<file path="src/rtl/cpu_defs_pkg.sv">
// Shared encodings for the pipeline control path: next-PC select,
// exception codes, the exception vector and the JR decode fields.
package cpu_defs;

    typedef enum logic [3:0] {
        PC_SEQ  = 4'd0,
        PC_J    = 4'd1,
        PC_JR   = 4'd2,
        PC_CORR = 4'd3,
        PC_VEC  = 4'd4,
        PC_EPC  = 4'd5
    } pc_src_t;

    localparam logic [31:0] VEC_EXC    = 32'h8000_0180;
    localparam logic [4:0]  EXC_INT    = 5'd0;
    localparam logic [4:0]  EXC_SYS    = 5'd8;
    localparam logic [5:0]  OP_SPECIAL = 6'd0;
    localparam logic [5:0]  FUNCT_JR   = 6'b001000;

    function automatic logic is_jr(input logic [31:0] ir);
        return (ir[31:26] == OP_SPECIAL) && (ir[5:0] == FUNCT_JR);
    endfunction

endpackage

</file>
<file path="src/rtl/hazard_detect.sv">
// Pure-combinational hazard decode: load-use dependency, branch
// misprediction and JR-in-ID detection.
module hazard_detect
    import cpu_defs::*;
(
    input  logic [31:0] id_ir,
    input  logic [4:0]  ifid_rs_addr,
    input  logic [4:0]  real_rt_addr,
    input  logic [4:0]  idex_rd_addr,
    input  logic        idex_mem_read,
    input  logic [31:0] predicted_idex_pc,
    input  logic [31:0] target_exmem_pc,
    output logic        load_use,
    output logic        mispredict,
    output logic        jr
);

    // $0 never carries a real dependency, so a load into it cannot stall.
    assign load_use = idex_mem_read && (idex_rd_addr != 5'd0) &&
                      ((idex_rd_addr == ifid_rs_addr) || (idex_rd_addr == real_rt_addr));

    assign mispredict = (predicted_idex_pc != target_exmem_pc);
    assign jr         = is_jr(id_ir);

endmodule

</file>
<file path="src/rtl/control_unit.sv">
// Pipeline hazard/exception controller: strict-priority response mux plus
// a single flop that remembers an interrupt that could not be taken yet.
module control_unit
    import cpu_defs::*;
(
    input  logic        clk,
    input  logic        rst,
    input  logic [31:0] id_ir,
    input  logic        mem_stall,
    input  logic [4:0]  ifid_rs_addr,
    input  logic [4:0]  real_rt_addr,
    input  logic [4:0]  idex_rd_addr,
    input  logic        idex_mem_read,
    input  logic [31:0] predicted_idex_pc,
    input  logic [31:0] target_exmem_pc,
    input  logic        cp0_intr,
    input  logic        id_jump,
    input  logic        exmem_eret,
    input  logic        exmem_syscall,
    output logic [3:0]  cu_pc_src,
    output logic        cu_pc_stall,
    output logic        cu_ifid_stall,
    output logic        cu_idex_stall,
    output logic        cu_exmem_stall,
    output logic        cu_ifid_flush,
    output logic        cu_idex_flush,
    output logic        cu_exmem_flush,
    output logic        cu_cp0_w_en,
    output logic [4:0]  cu_exec_code,
    output logic [31:0] cu_epc,
    output logic [31:0] cu_vector,
    output logic        bpu_write_en
);

    logic    load_use;
    logic    mispredict;
    logic    jr;
    logic    intr_pending;
    logic    intr;
    logic    intr_take;
    pc_src_t pc_src;

    hazard_detect u_hazard_detect (
        .id_ir             (id_ir),
        .ifid_rs_addr      (ifid_rs_addr),
        .real_rt_addr      (real_rt_addr),
        .idex_rd_addr      (idex_rd_addr),
        .idex_mem_read     (idex_mem_read),
        .predicted_idex_pc (predicted_idex_pc),
        .target_exmem_pc   (target_exmem_pc),
        .load_use          (load_use),
        .mispredict        (mispredict),
        .jr                (jr)
    );

    assign intr      = cp0_intr || intr_pending;
    assign cu_epc    = target_exmem_pc;
    assign cu_vector = VEC_EXC;
    assign cu_pc_src = pc_src;

    always_comb begin
        // NOTE: every output gets a default before the priority chain so no
        // path leaves a signal unassigned and no latch is inferred.
        pc_src         = PC_SEQ;
        cu_pc_stall    = 1'b0;
        cu_ifid_stall  = 1'b0;
        cu_idex_stall  = 1'b0;
        cu_exmem_stall = 1'b0;
        cu_ifid_flush  = 1'b0;
        cu_idex_flush  = 1'b0;
        cu_exmem_flush = 1'b0;
        cu_cp0_w_en    = 1'b0;
        cu_exec_code   = 5'd0;
        bpu_write_en   = 1'b0;
        intr_take      = 1'b0;

        if (rst) begin
            // reset holds every control inactive
        end else if (mem_stall) begin
            cu_pc_stall    = 1'b1;
            cu_ifid_stall  = 1'b1;
            cu_idex_stall  = 1'b1;
            cu_exmem_stall = 1'b1;
        end else if (exmem_syscall || intr) begin
            pc_src         = PC_VEC;
            cu_ifid_flush  = 1'b1;
            cu_idex_flush  = 1'b1;
            cu_exmem_flush = 1'b1;
            cu_cp0_w_en    = 1'b1;
            cu_exec_code   = exmem_syscall ? EXC_SYS : EXC_INT;
            intr_take      = !exmem_syscall;
        end else if (exmem_eret) begin
            pc_src         = PC_EPC;
            cu_ifid_flush  = 1'b1;
            cu_idex_flush  = 1'b1;
            cu_exmem_flush = 1'b1;
        end else if (mispredict) begin
            pc_src         = PC_CORR;
            cu_ifid_flush  = 1'b1;
            cu_idex_flush  = 1'b1;
            bpu_write_en   = 1'b1;
        end else if (load_use) begin
            cu_pc_stall    = 1'b1;
            cu_ifid_stall  = 1'b1;
            cu_idex_flush  = 1'b1;
        end else if (id_jump) begin
            pc_src         = PC_J;
            cu_ifid_flush  = 1'b1;
        end else if (jr) begin
            pc_src         = PC_JR;
            cu_ifid_flush  = 1'b1;
        end
    end

    // An interrupt blocked by a stall or a syscall stays pending until taken.
    always_ff @(posedge clk or posedge rst) begin
        // NOTE: state updates use non-blocking assignments; the async reset
        // clears the pending flag without waiting for a clock edge.
        if (rst) begin
            intr_pending <= 1'b0;
        end else if (intr_take) begin
            intr_pending <= 1'b0;
        end else if (cp0_intr) begin
            intr_pending <= 1'b1;
        end
    end

endmodule

</file>
<file path="config.mk">
export PLATFORM = sky130hd
export DESIGN_NAME = control_unit
export DESIGN_NICKNAME = d
export VERILOG_FILES = /design/src/rtl/cpu_defs_pkg.sv /design/src/rtl/hazard_detect.sv /design/src/rtl/control_unit.sv
export SDC_FILE = /design/constraint.sdc
export NUM_CORES = 1
export LEC_CHECK = 0
export CAP_MARGIN = 5
export CORE_UTILIZATION = 20
export CTS_BUF_LIST = sky130_fd_sc_hd__clkbuf_16
export DETAILED_ROUTE_END_ITERATION = 10
export GPL_TIMING_DRIVEN = 0
export PLACE_DENSITY_LB_ADDON = 0.05
export SLEW_MARGIN = 10
export SYNTH_ARGS = -nofsm -noshare
export SYNTH_HDL_FRONTEND = slang
export SYNTH_SLANG_ARGS = --single-unit
</file>
<file path="constraint.sdc">
create_clock -name clk -period 1.7 [get_ports clk]
set_input_delay 0.34 -clock clk [delete_from_list [all_inputs] [get_ports clk]]
set_output_delay 0.34 -clock clk [all_outputs]
set_load 0.1 [all_outputs]
</file>
# After elaboration in Yosys (flattened, before gate mapping)
# Cells that the tools add are included.
[word_totals]
regBits = 1
input_bits = 119
out_inout_bits = 82
word_cells = 65
[classes]
eq_ne = 4
mux = 50
n_reduce_logical = 10
[ops]
columns = ["cell", "count"]
rows = [
  ["$mux W1", 38],
  ["$ne A32 B32 Y1", 1],
  ["$mux W4", 4],
  ["$mux W3", 4],
  ["$eq A5 B5 Y1", 2],
  ["$mux W2", 4],
  ["$eq A6 B4 Y1 const B", 1],
  ["$logic_not A6 Y1", 1],
  ["$reduce_bool A5 Y1", 1],
  ["$logic_and A1 B1 Y1", 3],
  ["$logic_or A1 B1 Y1", 3],
  ["$reduce_bool A2 Y1", 1],
  ["$logic_not A1 Y1", 1],
]

# Depth between registers and ports, before layout
# Gate-level depths: netlist (run 1).
[logic_depth]
depth_word = 10
mapped_depth = 6
ltp_nobuf = 5

# Hierarchy
# A second synthesis (run 1) with hierarchy kept.
[hier_totals]
cells_unflattened = 161
hier_area_um2 = 1228.7
[modules_own_cells]
columns = ["module", "n_inst", "cells_each", "area_per_inst_um2", "seq_area_each_um2"]
rows = [
  ["control_unit", 1, 97, 729.4, 25.0],
  ["hazard_detect", 1, 64, 499.2, 0.0],
]

# Least setup slack after synthesis (run 1)
# Ideal clock, no wire load.
[synth_path]
kind = "input to output"
startpoint = "input port rst"
endpoint = "output port cu_pc_stall"
t_arrival_ps = 3046
required_ps = 1360
setup_slack_ps = -1686
stages = 3
path_buffers = 1
path_cell_list = "nor2b_1 > a31o_1 > buf_4"
[synth_between]
elab_chain_cells = 1
[synth_rtl]
columns = ["element", "line_no", "text"]
rows = [
  ["start: declaration", "control_unit.sv:7", "input logic rst,"],
  ["$mux W1", "-", ""],
  ["end: declaration", "control_unit.sv:21", "output logic cu_pc_stall,"],
]
# Every way passes these cells.

# Worst setup path after layout (run 1)
[layout_path]
startpoint = "input port idex_rd_addr[4]"
endpoint = "output port cu_pc_stall"
[layout_between]
elab_chain_cells = 9
word_cells_on_any_way = 12
classes_between = "2 x eq/ne; 6 x mux; 4 x reduce/logical"
[layout_rtl]
columns = ["element", "line_no", "text"]
rows = [
  ["start: declaration", "control_unit.sv:12", "input logic [4:0] idex_rd_addr,"],
  ["$eq A5 B5 Y1 or $reduce_bool A5 Y1 (tied branches)", "hazard_detect.sv:20, hazard_detect.sv:19", ""],
  ["$logic_or A1 B1 Y1 or $logic_and A1 B1 Y1 (tied branches)", "hazard_detect.sv:20, hazard_detect.sv:19", ""],
  ["$logic_and A1 B1 Y1 (*)", "hazard_detect.sv:19", "assign load_use = idex_mem_read && (idex_rd_addr != 5'd0) &&"],
  ["$mux W1 (*)", "control_unit.sv:102", "end else if (load_use) begin"],
  ["$mux W1 (*)", "control_unit.sv:97", "end else if (mispredict) begin"],
  ["$mux W1 (*)", "control_unit.sv:92", "end else if (exmem_eret) begin"],
  ["$mux W1 (*)", "control_unit.sv:84", "end else if (exmem_syscall || intr) begin"],
  ["$mux W1 (*)", "control_unit.sv:79", "end else if (mem_stall) begin"],
  ["$mux W1 (*)", "control_unit.sv:77", "if (rst) begin"],
]
# Mark *: on every way between the ends. The rest lies on a longest branch, timed or not.

==> summary.txt, run 1 <==
Status
  – Result of the run: finished with violations
  – Violations in the final reports: negative setup slack

Pwr
  – Share of total power in sequential cells: 2.1%
  – Clock power share: 0%
  – Switching power share of the total: 69.28%
  – Switching component of the power: 0.9423 mW
  – Power share of the combinational group: 97.9%
  – Total power draw: 1.360 mW
  – PwrDens: 449.6 mW/mm²
  – Leakage: 1.549 nW
  – VDD IR max: 323.1 µV
  – Internal power consumption: 0.4178 mW

Setup path
  – Arrival time of the worst setup path: 1.84 ns
  – Crit path max fanout: 5
  – CP Cell Sequence: buf_6 -> or4_4 -> o21ai_4 -> nor3_2 -> a31o_4 -> buf_12 -> buf_16
  – Critical path launch point type: primary input
  – Dominant delay contributor by cell family on the critical path: simple AND/OR/NAND/NOR gates
  – Setup crit start: idex_rd_addr[4]
  – Worst setup path endpoint: cu_pc_stall
  – Sort of element at the end of the critical path: primary output
  – Startpoint of the most critical register-to-register path: intr_pending
  – Library cell contributing the largest single delay on the critical path: sky130_fd_sc_hd__or4_4
  – Number of buffers and inverters on the critical path: 3
  – Type of the worst setup path: in2out
  – Stage delay of the slowest cell on the critical path: 0.54 ns
  – Crit. path cell count: 7
  – Cells on worst reg2reg path: 1
  – Reg2Reg Setup Slack: 0.95 ns
  – End of the worst register-to-register path: intr_pending
  – Required @ worst endpoint: 1.36 ns

Timing
  – Clk_skew: 0 ns
  – Relative slew slack: 36.20%
  – Count of final setup violators: 7
  – Final critical delay including setup and external delays: 2.179 ns
  – Unrepaired setup endpoints after global routing: yes
  – Final Hold Viols: 0
  – Actual slew at the worst max-slew pin: 0.9608 ns
  – Worst hold slack across all endpoints: 0.3517 ns
  – Smallest setup slack after layout: -0.4785 ns
  – Maximum achievable frequency: 459.0 MHz
  – Slew Limit Fails: 0
  – Final period util: 128.1%

Route
  – DRC marker count from the first detailed-route iteration: 12
  – Length of routed wiring on met1: 1.643 mm
  – WL final: 4.656 mm
  – Number of iterations in the first detailed-routing pass: 4
  – DRC violation count after routing: 0
  – WL/cell: 10.85 µm
  – Routed wire length on met2: 2.540 mm
  – Uppermost routed layer: met3
  – Via density per instance: 3.620
  – Routed wire length on met3: 472 µm
  – Count of antenna-violating nets left after detailed routing: 0
  – Number of vias after detailed routing: 1553

Floorplan
  – Die outline area: 0.006596 mm²
  – Initial core utilization: 20.95%
  – Die X-Extent: 81.22 µm
  – I/O pin count: 201
  – Vertical die dimension: 81.22 µm
  – Number of placement rows: 28
  – Area of the placeable core: 0.005991 mm²

Yosys
  – Post-synthesis cell type with the largest combined area: sky130_fd_sc_hd__buf_4
  – Register bit count reported by yosys: 1
  – Post-synthesis cell type count: 28
  – Synthesized area per cell: 7.606 µm²
  – Area share of the largest cell type after synthesis: 43.07%
  – Top flip-flop cell by instance count after synthesis: sky130_fd_sc_hd__dfrtp_1
  – Leading cell types by total area after synthesis: sky130_fd_sc_hd__buf_4 43%, sky130_fd_sc_hd__xor2_1 29%, sky130_fd_sc_hd__nor4_1 5.5%
  – Yosys warnings: 0
  – Post-synthesis sequential area ratio: 1.994%
  – Synthesized cell area: 0.001255 mm²
  – Top cell types by occurrence after synthesis: 72 x sky130_fd_sc_hd__buf_4, 42 x sky130_fd_sc_hd__xor2_1, 11 x sky130_fd_sc_hd__nor4_1
  – Share of async-settable or async-resettable flops after synthesis: 100.0%
  – Synthesized instance count: 165
  – Number of synthesized flops with an enable pin: 0
  – Count leader, synth: sky130_fd_sc_hd__buf_4

Placed design
  – Detailed placement HPWL: 4.134 mm
  – Routability cong.: 0.7191
  – Input/output buffers: 143
  – Number of instances in the placed design: 418
  – Placed standard-cell area: 0.003054 mm²

Cells and area
  – Number of standard cells in the final layout excluding fillers: 429
  – Final std cell area, no fill: 0.003025 mm²
  – Register name with the most flops: intr_pending
  – Diodes inserted: 0
  – Top Registers: intr_pending: 1 flops
  – Synthesis-to-finish area growth: 141.1%
  – Number of nets in the finished design: 475
  – Flip-flop count of the largest register after layout: 1
  – Share of final-layout standard cells stronger than drive strength 1: 60.45%

Global route
  – Leftover overflow at the end of global routing: 0
  – Wire length of the first global-routing pass: 6.534 mm
  – Maximum number of pins on one net before global-route repair: 6
  – Antenna violations before repair: 0
  – All-layer global routing usage: 12.47%
  – Vias in the first global route: 1398

CTS
  – Clock input transition at the sequential cells of the worst setup and hold paths: 0 ns
  – CTS hold repair buffers: 0
  – Clock network latency to the later pin of the worst-skew pair: 0 ns

Run
  – Count of max-cap constraint violations: 0

Hold path
  – Class of the worst hold path: in2async
[layout make-up]
class	count	area, µm²
fill	622	2965
timing repair buffer	154	1314
multi-input combinational	126	1023
buffer	72	565.5
tap	75	93.84
sequential	1	25.02
inverter	1	3.754
[power groups by stage]
| stage | Combinational, mW | Clock [mW] | Sequential (mW) |
|---|---|---|---|
| finish | 1.33 | 0 | 0.0288 |
| global route | 1.38 | 0 | 0.0288 |
| CTS | 1.33 | 0 | 0.0288 |
| detailed placement | 1.38 | 0 | 0.0287 |
| global placement | 1.38 | 0 | 0.0284 |
| floorplan | 1.01 | 0 | 0.0282 |
[logic make-up (layout without fill, tap and decap cells)]
family,after synthesis,after routing,synth area share [%]
buf+inv,73,227,43.37
xor+xnor,42,42,29.31
simple gates,36,36,17.35
compound gates,11,11,7.378
other cells,2,37,0.5984
flops,1,1,1.994
[metal layers]
metal / GRT usage (%) / vias up
met4: 0 / 0
met3: 1.573 / 0
met1: 13.86 / 648
li1: - / 817
met2: 25.97 / 88
met5: 0 / -
[layout by cell type, fill, tap and decap left out, types with 2 or more instances in the layout]
cell type                          n
sky130_fd_sc_hd__nor2_1            4
sky130_fd_sc_hd__nor2_4            4
sky130_fd_sc_hd__dlygate4sd2_1    14
sky130_fd_sc_hd__xor2_2            3
sky130_fd_sc_hd__clkdlybuf4s15_2  15
sky130_fd_sc_hd__buf_2            42
sky130_fd_sc_hd__nor3_2            4
sky130_fd_sc_hd__buf_6            15
sky130_fd_sc_hd__clkdlybuf4s15_1  17
sky130_fd_sc_hd__a21oi_4           2
sky130_fd_sc_hd__a31oi_4           2
sky130_fd_sc_hd__xor2_1           39
sky130_fd_sc_hd__o21ai_2           2
sky130_fd_sc_hd__nand4_1           2
sky130_fd_sc_hd__buf_12            8
sky130_fd_sc_hd__nor4_2            6
sky130_fd_sc_hd__buf_4            82
sky130_fd_sc_hd__nor4_1            4
sky130_fd_sc_hd__clkdlybuf4s50_1  14
sky130_fd_sc_hd__clkbuf_2         17
sky130_fd_sc_hd__conb_1           37
[metrics by stage]
stage	utilization (%)	setup TNS, ns	setup slack [ns]
after floorplan	-	-2.770	-0.4917
after global placement	50.98	-41.20	-1.974
after detailed placement	50.98	-41.34	-2.000
after CTS	51.21	-2.807	-0.4696
after global routing	50.50	-3.681	-0.5723
final	50.50	-2.931	-0.4785
[what timing repair did]
action / in CTS / in global routing
resized for setup: 439 / 29
buffers inserted: 10 / 1
pin swaps: 57 / 7
endpoints found under the setup margin: 45 / 22
[worst min-delay path by stage]
stage / slack, ns / end / depth (start not counted)
floorplan: 0.07 / intr_pending / 1
global placement: 0.58 / intr_pending / 1
detailed placement: 0.60 / intr_pending / 1
CTS: 0.36 / intr_pending / 2
global route: 0.37 / intr_pending / 2
finish: 0.35 / intr_pending / 2
(Power assumes the default switching activity.)
==> inputs of run 2 (changes only) <==
CAP_MARGIN = 20   (was 5)
SETUP_SLACK_MARGIN = 0.4   (was default)
==> run 2 against run 1 <==
The run still ends with negative setup slack left. Global-route usage increased by 0.56 points. Routed wire length decreased by 0.39%. Die area unchanged. Register-to-register slack got worse by 0.02 ns. Core utilization increased by 0.69 points. Flip-flop and latch count unchanged. Maximum frequency decreased by 2.1%. Clock skew unchanged. Setup slack got worse by 0.047 ns. First-iteration DRC count decreased by 67%. Via count increased by 0.64%. Critical path depth increased by 1.
==> summary.txt, run 2 (synthesis results as in run 1) <==
Status
  – Result of the run: finished with violations (unchanged)
  – Violations in the final reports: negative setup slack (unchanged)

Hold path
  – Class of the worst hold path: in2async (unchanged)

Floorplan
  – Die outline area: 0.006596 mm² (unchanged)
  – Vertical die dimension: 81.22 µm (unchanged)
  – Number of placement rows: 28 (unchanged)
  – I/O pin count: 201 (unchanged)
  – Area of the placeable core: 0.005991 mm² (unchanged)
  – Die X-Extent: 81.22 µm (unchanged)
  – Initial core utilization: 20.95% (unchanged)

Setup path
  – Required @ worst endpoint: 1.36 ns (about the same)
  – Crit path max fanout: 4 (was 5)
  – Sort of element at the end of the critical path: primary output (unchanged)
  – Critical path launch point type: primary input (unchanged)
  – Arrival time of the worst setup path: 1.89 ns (was 1.84 ns)
  – Type of the worst setup path: in2out (unchanged)

Timing
  – Final Hold Viols: 0 (unchanged)
  – Unrepaired setup endpoints after global routing: yes (unchanged)
  – Final critical delay including setup and external delays: 2.226 ns (was 2.179 ns)
  – Count of final setup violators: 7 (unchanged)
  – Worst hold slack across all endpoints: 0.3221 ns (was 0.3517 ns)
  – Slew Limit Fails: 0 (unchanged)
  – Maximum achievable frequency: 449.3 MHz (was 459.0 MHz)
  – Final period util: 130.9% (was 128.1%)
  – Smallest setup slack after layout: -0.5255 ns (was -0.4785 ns)
  – Clk_skew: 0 ns (unchanged)

Cells and area
  – Leading cell types in the layout, fill and taps excluded: 93 x sky130_fd_sc_hd__buf_4, 43 x sky130_fd_sc_hd__buf_2, 40 x sky130_fd_sc_hd__xor2_1 (was 82 x sky130_fd_sc_hd__buf_4, 42 x sky130_fd_sc_hd__buf_2, 39 x sky130_fd_sc_hd__xor2_1)
  – Final std cell area, no fill: 0.003067 mm² (was 0.003025 mm²)
  – Top Registers: intr_pending: 1 flops (unchanged)
  – Synthesis-to-finish area growth: 144.4% (was 141.1%)
  – Number of nets in the finished design: 477 (was 475)
  – Share of final-layout standard cells stronger than drive strength 1: 60.11% (was 60.45%)
  – Register name with the most flops: intr_pending (unchanged)
  – Final Core Density: 51.19% (was 50.50%)
  – Number of fill cells: 590 (was 622)
  – Flip-flop and latch area: 25.02 µm² (unchanged)
  – Most frequent standard cell in the layout excluding fill and tap cells: sky130_fd_sc_hd__buf_4 (unchanged)
  – Multi-input combinational cell area: 0.001012 mm² (was 0.001023 mm²)
  – Diodes inserted: 0 (unchanged)
  – Flip-flop count of the largest register after layout: 1 (unchanged)

Global route
  – All-layer global routing usage: 13.03% (was 12.47%)
  – Wire length of the first global-routing pass: 6.831 mm (was 6.534 mm)
  – Vias in the first global route: 1456 (was 1398)
  – Leftover overflow at the end of global routing: 0 (unchanged)
  – Maximum number of pins on one net before global-route repair: 6 (unchanged)
  – Antenna violations before repair: 0 (unchanged)

Route
  – Number of vias after detailed routing: 1563 (was 1553)
  – Number of iterations in the first detailed-routing pass: 2 (was 4)
  – DRC violation count after routing: 0 (unchanged)
  – Via density per instance: 3.626 (was 3.620)
  – WL final: 4.638 mm (was 4.656 mm)
  – DRC marker count from the first detailed-route iteration: 4 (was 12)
  – Count of antenna-violating nets left after detailed routing: 0 (unchanged)
  – WL/cell: 10.76 µm (was 10.85 µm)

Placed design
  – Routability cong.: 0.6983 (was 0.7191)
  – Placed standard-cell area: 0.003068 mm² (was 0.003054 mm²)
  – Input/output buffers: 143 (unchanged)
  – Detailed placement HPWL: 4.139 mm (was 4.134 mm)
  – Worst slack, placed: -2.042 ns (was -2.000 ns)

Pwr
  – Leakage: 1.581 nW (was 1.549 nW)
  – VDD IR max: 302.8 µV (was 323.1 µV)
  – PwrDens: 454.5 mW/mm² (was 449.6 mW/mm²)
  – Total power draw: 1.394 mW (was 1.360 mW)

CTS
  – Clock input transition at the sequential cells of the worst setup and hold paths: 0 ns (about the same)
  – CTS hold repair buffers: 0 (unchanged)
  – Clock network latency to the later pin of the worst-skew pair: 0 ns (about the same)

Run
  – Count of max-cap constraint violations: 0 (unchanged)
==> run 2: critical path: stages <==
cell and delay (ns):
sky130_fd_sc_hd__clkdlybuf4s50_1 0.47, sky130_fd_sc_hd__xor2_1 0.14, sky130_fd_sc_hd__nor2_1 0.08, sky130_fd_sc_hd__a22oi_4 0.23
sky130_fd_sc_hd__nor3_2 0.08, sky130_fd_sc_hd__a31o_4 0.26, sky130_fd_sc_hd__buf_12 0.12, sky130_fd_sc_hd__buf_16 0.15
==> run 2: final cells by class <==
type	instances	area share, %
timing repair buffer	156	44.15
sequential	1	0.8160
inverter	1	0.1224
multi-input combinational	126	33.01
buffer	72	18.85
tap	75	3.060
==> run 2: final timing paths <==
check,endpoint,start,slack (ns),cells after the start
min,intr_pending,rst,0.32,3
max reg2reg,intr_pending,intr_pending,0.93,1
max in group asynchronous,intr_pending,rst,1.29,3
max,cu_pc_stall,ifid_rs_addr[3],-0.53,8
min in group clk,intr_pending,exmem_syscall,0.61,2
min reg2reg,intr_pending,intr_pending,0.63,1
==> run 2: metal layers <==
layer | up-vias | routed length [µm] | GRT usage [%]
li1 | 825 | - | -
met1 | 658 | 1602 | 14.65
met2 | 78 | 2685 | 27.14
met3 | 2 | 323 | 0.8989
met4 | 0 | 26 | 0.7143
met5 | - | 0 | 0
==> run 2: report_power, final <==
group	internal, mW	leakage [nW]	switching (mW)	total [mW]
combinational	0.419	1.57	0.946	1.36
clock	0	0	0	0
sequential	0.0261	0.0101	0.00300	0.0291
==> run 2: repair_timing <==
action / CTS / global route
setup endpoints to repair: 46 / 23
gates resized for setup: 531 / 33
endpoints found under the hold margin: 0 / 0
setup buffers: 9 / 4
pin swaps: 51 / 16
cloned: 0 / 0
==> run 2: stage by stage <==
step / TNS, ns / cells
global route: -3.832 / 431
CTS: -3.308 / 427
global placement: -41.47 / 418
finish: -3.194 / 431
floorplan: -2.770 / 200
detailed placement: -41.68 / 418
==> inputs of run 3 (changes only) <==
CTS_CLUSTER_DIAMETER = 50   (was default)
SYNTH_HIERARCHICAL = 1   (was default)
==> run 3 against run 2 <==
Routed wire length is 0.13% higher. Clock skew unchanged. The run still ends with negative setup slack left. Worst hold slack worse by 0.11 ns. Critical path type unchanged. Largest power group unchanged.
==> summary.txt, run 3 <==
CTS
  – Clock input transition at the sequential cells of the worst setup and hold paths: 0 ns (about the same)
  – CTS hold repair buffers: 0 (unchanged)
  – Clock network latency to the later pin of the worst-skew pair: 0 ns (about the same)

Cells and area
  – Leading cell types in the layout, fill and taps excluded: 90 x sky130_fd_sc_hd__buf_4, 46 x sky130_fd_sc_hd__buf_2, 37 x sky130_fd_sc_hd__conb_1 (was 93 x sky130_fd_sc_hd__buf_4, 43 x sky130_fd_sc_hd__buf_2, 40 x sky130_fd_sc_hd__xor2_1)
  – Top Registers: intr_pending: 1 flops (unchanged)
  – Diodes inserted: 0 (unchanged)
  – Flip-flop count of the largest register after layout: 1 (unchanged)
  – Share of final-layout standard cells stronger than drive strength 1: 71.51% (was 60.11%)
  – Most frequent standard cell in the layout excluding fill and tap cells: sky130_fd_sc_hd__buf_4 (unchanged)
  – Register name with the most flops: intr_pending (unchanged)
  – Multi-input combinational cell area: 0.001130 mm² (was 0.001012 mm²)
  – Synthesis-to-finish area growth: 164.1% (was 144.4%)
  – Final std cell area, no fill: 0.003244 mm² (was 0.003067 mm²)
  – Number of fill cells: 589 (was 590)
  – Number of nets in the finished design: 472 (was 477)
  – Flip-flop and latch area: 26.28 µm² (was 25.02 µm²)
  – Number of standard cells in the final layout excluding fillers: 426 (was 431)

Global route
  – Leftover overflow at the end of global routing: 0 (unchanged)
  – Wire length of the first global-routing pass: 6.706 mm (was 6.831 mm)
  – Vias in the first global route: 1529 (was 1456)
  – Antenna violations before repair: 0 (unchanged)
  – Maximum number of pins on one net before global-route repair: 6 (unchanged)
  – All-layer global routing usage: 13.10% (was 13.03%)

Setup path
  – Type of the worst setup path: in2out (unchanged)
  – Stage delay of the slowest cell on the critical path: 0.34 ns (was 0.47 ns)
  – Required @ worst endpoint: 1.36 ns (about the same)
  – Dominant delay contributor by cell family on the critical path: simple AND/OR/NAND/NOR gates (was buffers and inverters)
  – CP Cell Sequence: clkbuf_2 -> xnor2_2 -> nand4_1 -> nor4_2 -> nand2_2 -> nor2_4 -> a41o_4 -> buf_12 -> buf_16 (was clkdlybuf4s50_1 -> xor2_1 -> nor2_1 -> a22oi_4 -> nor3_2 -> a31o_4 -> buf_12 -> buf_16)
  – Number of buffers and inverters on the critical path: 3 (unchanged)
  – Library cell contributing the largest single delay on the critical path: sky130_fd_sc_hd__nor4_2 (was sky130_fd_sc_hd__clkdlybuf4s50_1)
  – Sort of element at the end of the critical path: primary output (unchanged)
  – Crit path max fanout: 4 (unchanged)
  – Critical path launch point type: primary input (unchanged)
  – Arrival time of the worst setup path: 1.87 ns (was 1.89 ns)

Yosys
  – Post-synthesis cell type count: 29 (was 28)
  – Number of synthesized flops with an enable pin: 0 (unchanged)
  – Count leader, synth: sky130_fd_sc_hd__buf_4 (unchanged)
  – Register bit count reported by yosys: 1 (unchanged)
  – Share of async-settable or async-resettable flops after synthesis: 100.0% (unchanged)
  – Top cell types by occurrence after synthesis: 72 x sky130_fd_sc_hd__buf_4, 36 x sky130_fd_sc_hd__xnor2_1, 8 x sky130_fd_sc_hd__nand4_1 (was 72 x sky130_fd_sc_hd__buf_4, 42 x sky130_fd_sc_hd__xor2_1, 11 x sky130_fd_sc_hd__nor4_1)
  – Area share of the largest cell type after synthesis: 43.99% (was 43.07%)
  – Post-synthesis cell type with the largest combined area: sky130_fd_sc_hd__buf_4 (unchanged)
  – Top flip-flop cell by instance count after synthesis: sky130_fd_sc_hd__dfrtp_1 (unchanged)
  – Post-synthesis sequential area ratio: 2.037% (was 1.994%)
  – Synthesized cell area: 0.001229 mm² (was 0.001255 mm²)
  – Synthesized instance count: 161 (was 165)
  – Leading cell types by total area after synthesis: sky130_fd_sc_hd__buf_4 44%, sky130_fd_sc_hd__xnor2_1 26%, sky130_fd_sc_hd__xor2_1 4.3% (was sky130_fd_sc_hd__buf_4 43%, sky130_fd_sc_hd__xor2_1 29%, sky130_fd_sc_hd__nor4_1 5.5%)
  – Yosys warnings: 6 (was 0)
  – Synthesized area per cell: 7.632 µm² (was 7.606 µm²)

Timing
  – Final Hold Viols: 0 (unchanged)
  – Final critical delay including setup and external delays: 2.205 ns (was 2.226 ns)
  – Worst hold slack across all endpoints: 0.2117 ns (was 0.3221 ns)
  – Final period util: 129.7% (was 130.9%)
  – Count of final setup violators: 7 (unchanged)
  – Clk_skew: 0 ns (unchanged)
  – Unrepaired setup endpoints after global routing: yes (unchanged)
  – Slew Limit Fails: 0 (unchanged)
  – Maximum achievable frequency: 453.5 MHz (was 449.3 MHz)
  – Smallest setup slack after layout: -0.5052 ns (was -0.5255 ns)

Route
  – DRC marker count from the first detailed-route iteration: 16 (was 4)
  – DRC violation count after routing: 0 (unchanged)
  – Number of vias after detailed routing: 1596 (was 1563)
  – Via density per instance: 3.746 (was 3.626)
  – WL final: 4.644 mm (was 4.638 mm)
  – Number of iterations in the first detailed-routing pass: 2 (unchanged)
  – WL/cell: 10.90 µm (was 10.76 µm)
  – Count of antenna-violating nets left after detailed routing: 0 (unchanged)

Hold path
  – Class of the worst hold path: in2async (unchanged)

Placed design
  – Detailed placement HPWL: 4.050 mm (was 4.139 mm)
  – Placed standard-cell area: 0.003078 mm² (was 0.003068 mm²)
  – Routability cong.: 0.7315 (was 0.6983)
  – Input/output buffers: 143 (unchanged)
  – Number of instances in the placed design: 414 (was 418)

Pwr
  – PwrDens: 450.2 mW/mm² (was 454.5 mW/mm²)
  – Leakage: 1.645 nW (was 1.581 nW)
  – VDD IR max: 345.0 µV (was 302.8 µV)

Floorplan
  – Die X-Extent: 80.38 µm (was 81.22 µm)
  – Vertical die dimension: 80.38 µm (was 81.22 µm)
  – Area of the placeable core: 0.005921 mm² (was 0.005991 mm²)
  – Die outline area: 0.006461 mm² (was 0.006596 mm²)
  – Number of placement rows: 28 (unchanged)
  – Initial core utilization: 20.75% (was 20.95%)
  – I/O pin count: 201 (unchanged)

Status
  – Result of the run: finished with violations (unchanged)
  – Violations in the final reports: negative setup slack (unchanged)

Run
  – Count of max-cap constraint violations: 0 (unchanged)
[run 3: changes by cell type after synthesis, sizes merged, moves of 2 or more]
| cell | delta |
|---|---|
| xnor2 | +36 |
| xor2 | -36 |
| nand4 | +6 |
| nor4 | -6 |
| nor2 | -4 |
| o21ai | -3 |
| and3 | +2 |
| inv | +2 |
| nor3 | -2 |
[run 3: cell families (layout without fill, tap and decap cells)]
logic type	Yosys count	count (layout)	synth area share, %
simple gates	32	32	16.80
buf+inv	75	230	44.91
other cells	2	37	0.6112
compound gates	9	9	5.702
xor+xnor	42	42	29.94
flops	1	1	2.036
[run 3: area by class of cell]
type                       count  area share [%]
sequential                     1          0.8099
tap                           75           2.892
multi-input combinational    120           34.82
inverter                       3          0.3471
buffer                        72           17.82
timing repair buffer         155           43.31
[run 3: through the flow]
stage | util, % | total power [mW] | setup TNS, ns | setup slack [ns]
floorplan | - | 1.057 | -2.019 | -0.4686
global placement | 51.99 | 1.437 | -42.26 | -2.064
global route | 54.80 | 1.513 | -3.893 | -0.6110
finish | 54.80 | 1.461 | -3.196 | -0.5052
CTS | 53.74 | 1.450 | -3.014 | -0.5085
detailed placement | 51.99 | 1.439 | -42.17 | -2.061
[run 3: final timing paths]
kind | start | to | cells past startpoint | slack, ns
min in group clk | exmem_syscall | intr_pending | 2 | 0.59
worst max register to register | intr_pending | intr_pending | 1 | 0.91
worst max-delay path | target_exmem_pc[19] | cu_pc_stall | 9 | -0.51
worst min-delay path | rst | intr_pending | 2 | 0.21
max in group asynchronous | rst | intr_pending | 2 | 1.36
worst min register to register | intr_pending | intr_pending | 1 | 0.60
[run 3: metal layers]
| metal | up-vias | track usage [%] | wire (µm) |
|---|---|---|---|
| met5 | - | 0 | 0 |
| met4 | 0 | 0 | 0 |
| met3 | 0 | 2.955 | 553 |
| met2 | 98 | 28.98 | 2666 |
| met1 | 683 | 12.40 | 1424 |
| li1 | 815 | - | - |
[run 3: timing repair]
action,in CTS,in global routing
setup endpoints to repair,46,18
resized for setup,643,36
pin swaps,71,15
hold endpoints to repair,0,0
buffers inserted,9,3
[run 3: power by group]
group,total [mW],leakage (nW),switching (mW),internal [mW]
combinational,1.43,1.64,0.950,0.481
sequential,0.0299,0.00952,0.00338,0.0265
clock,0,0,0,0
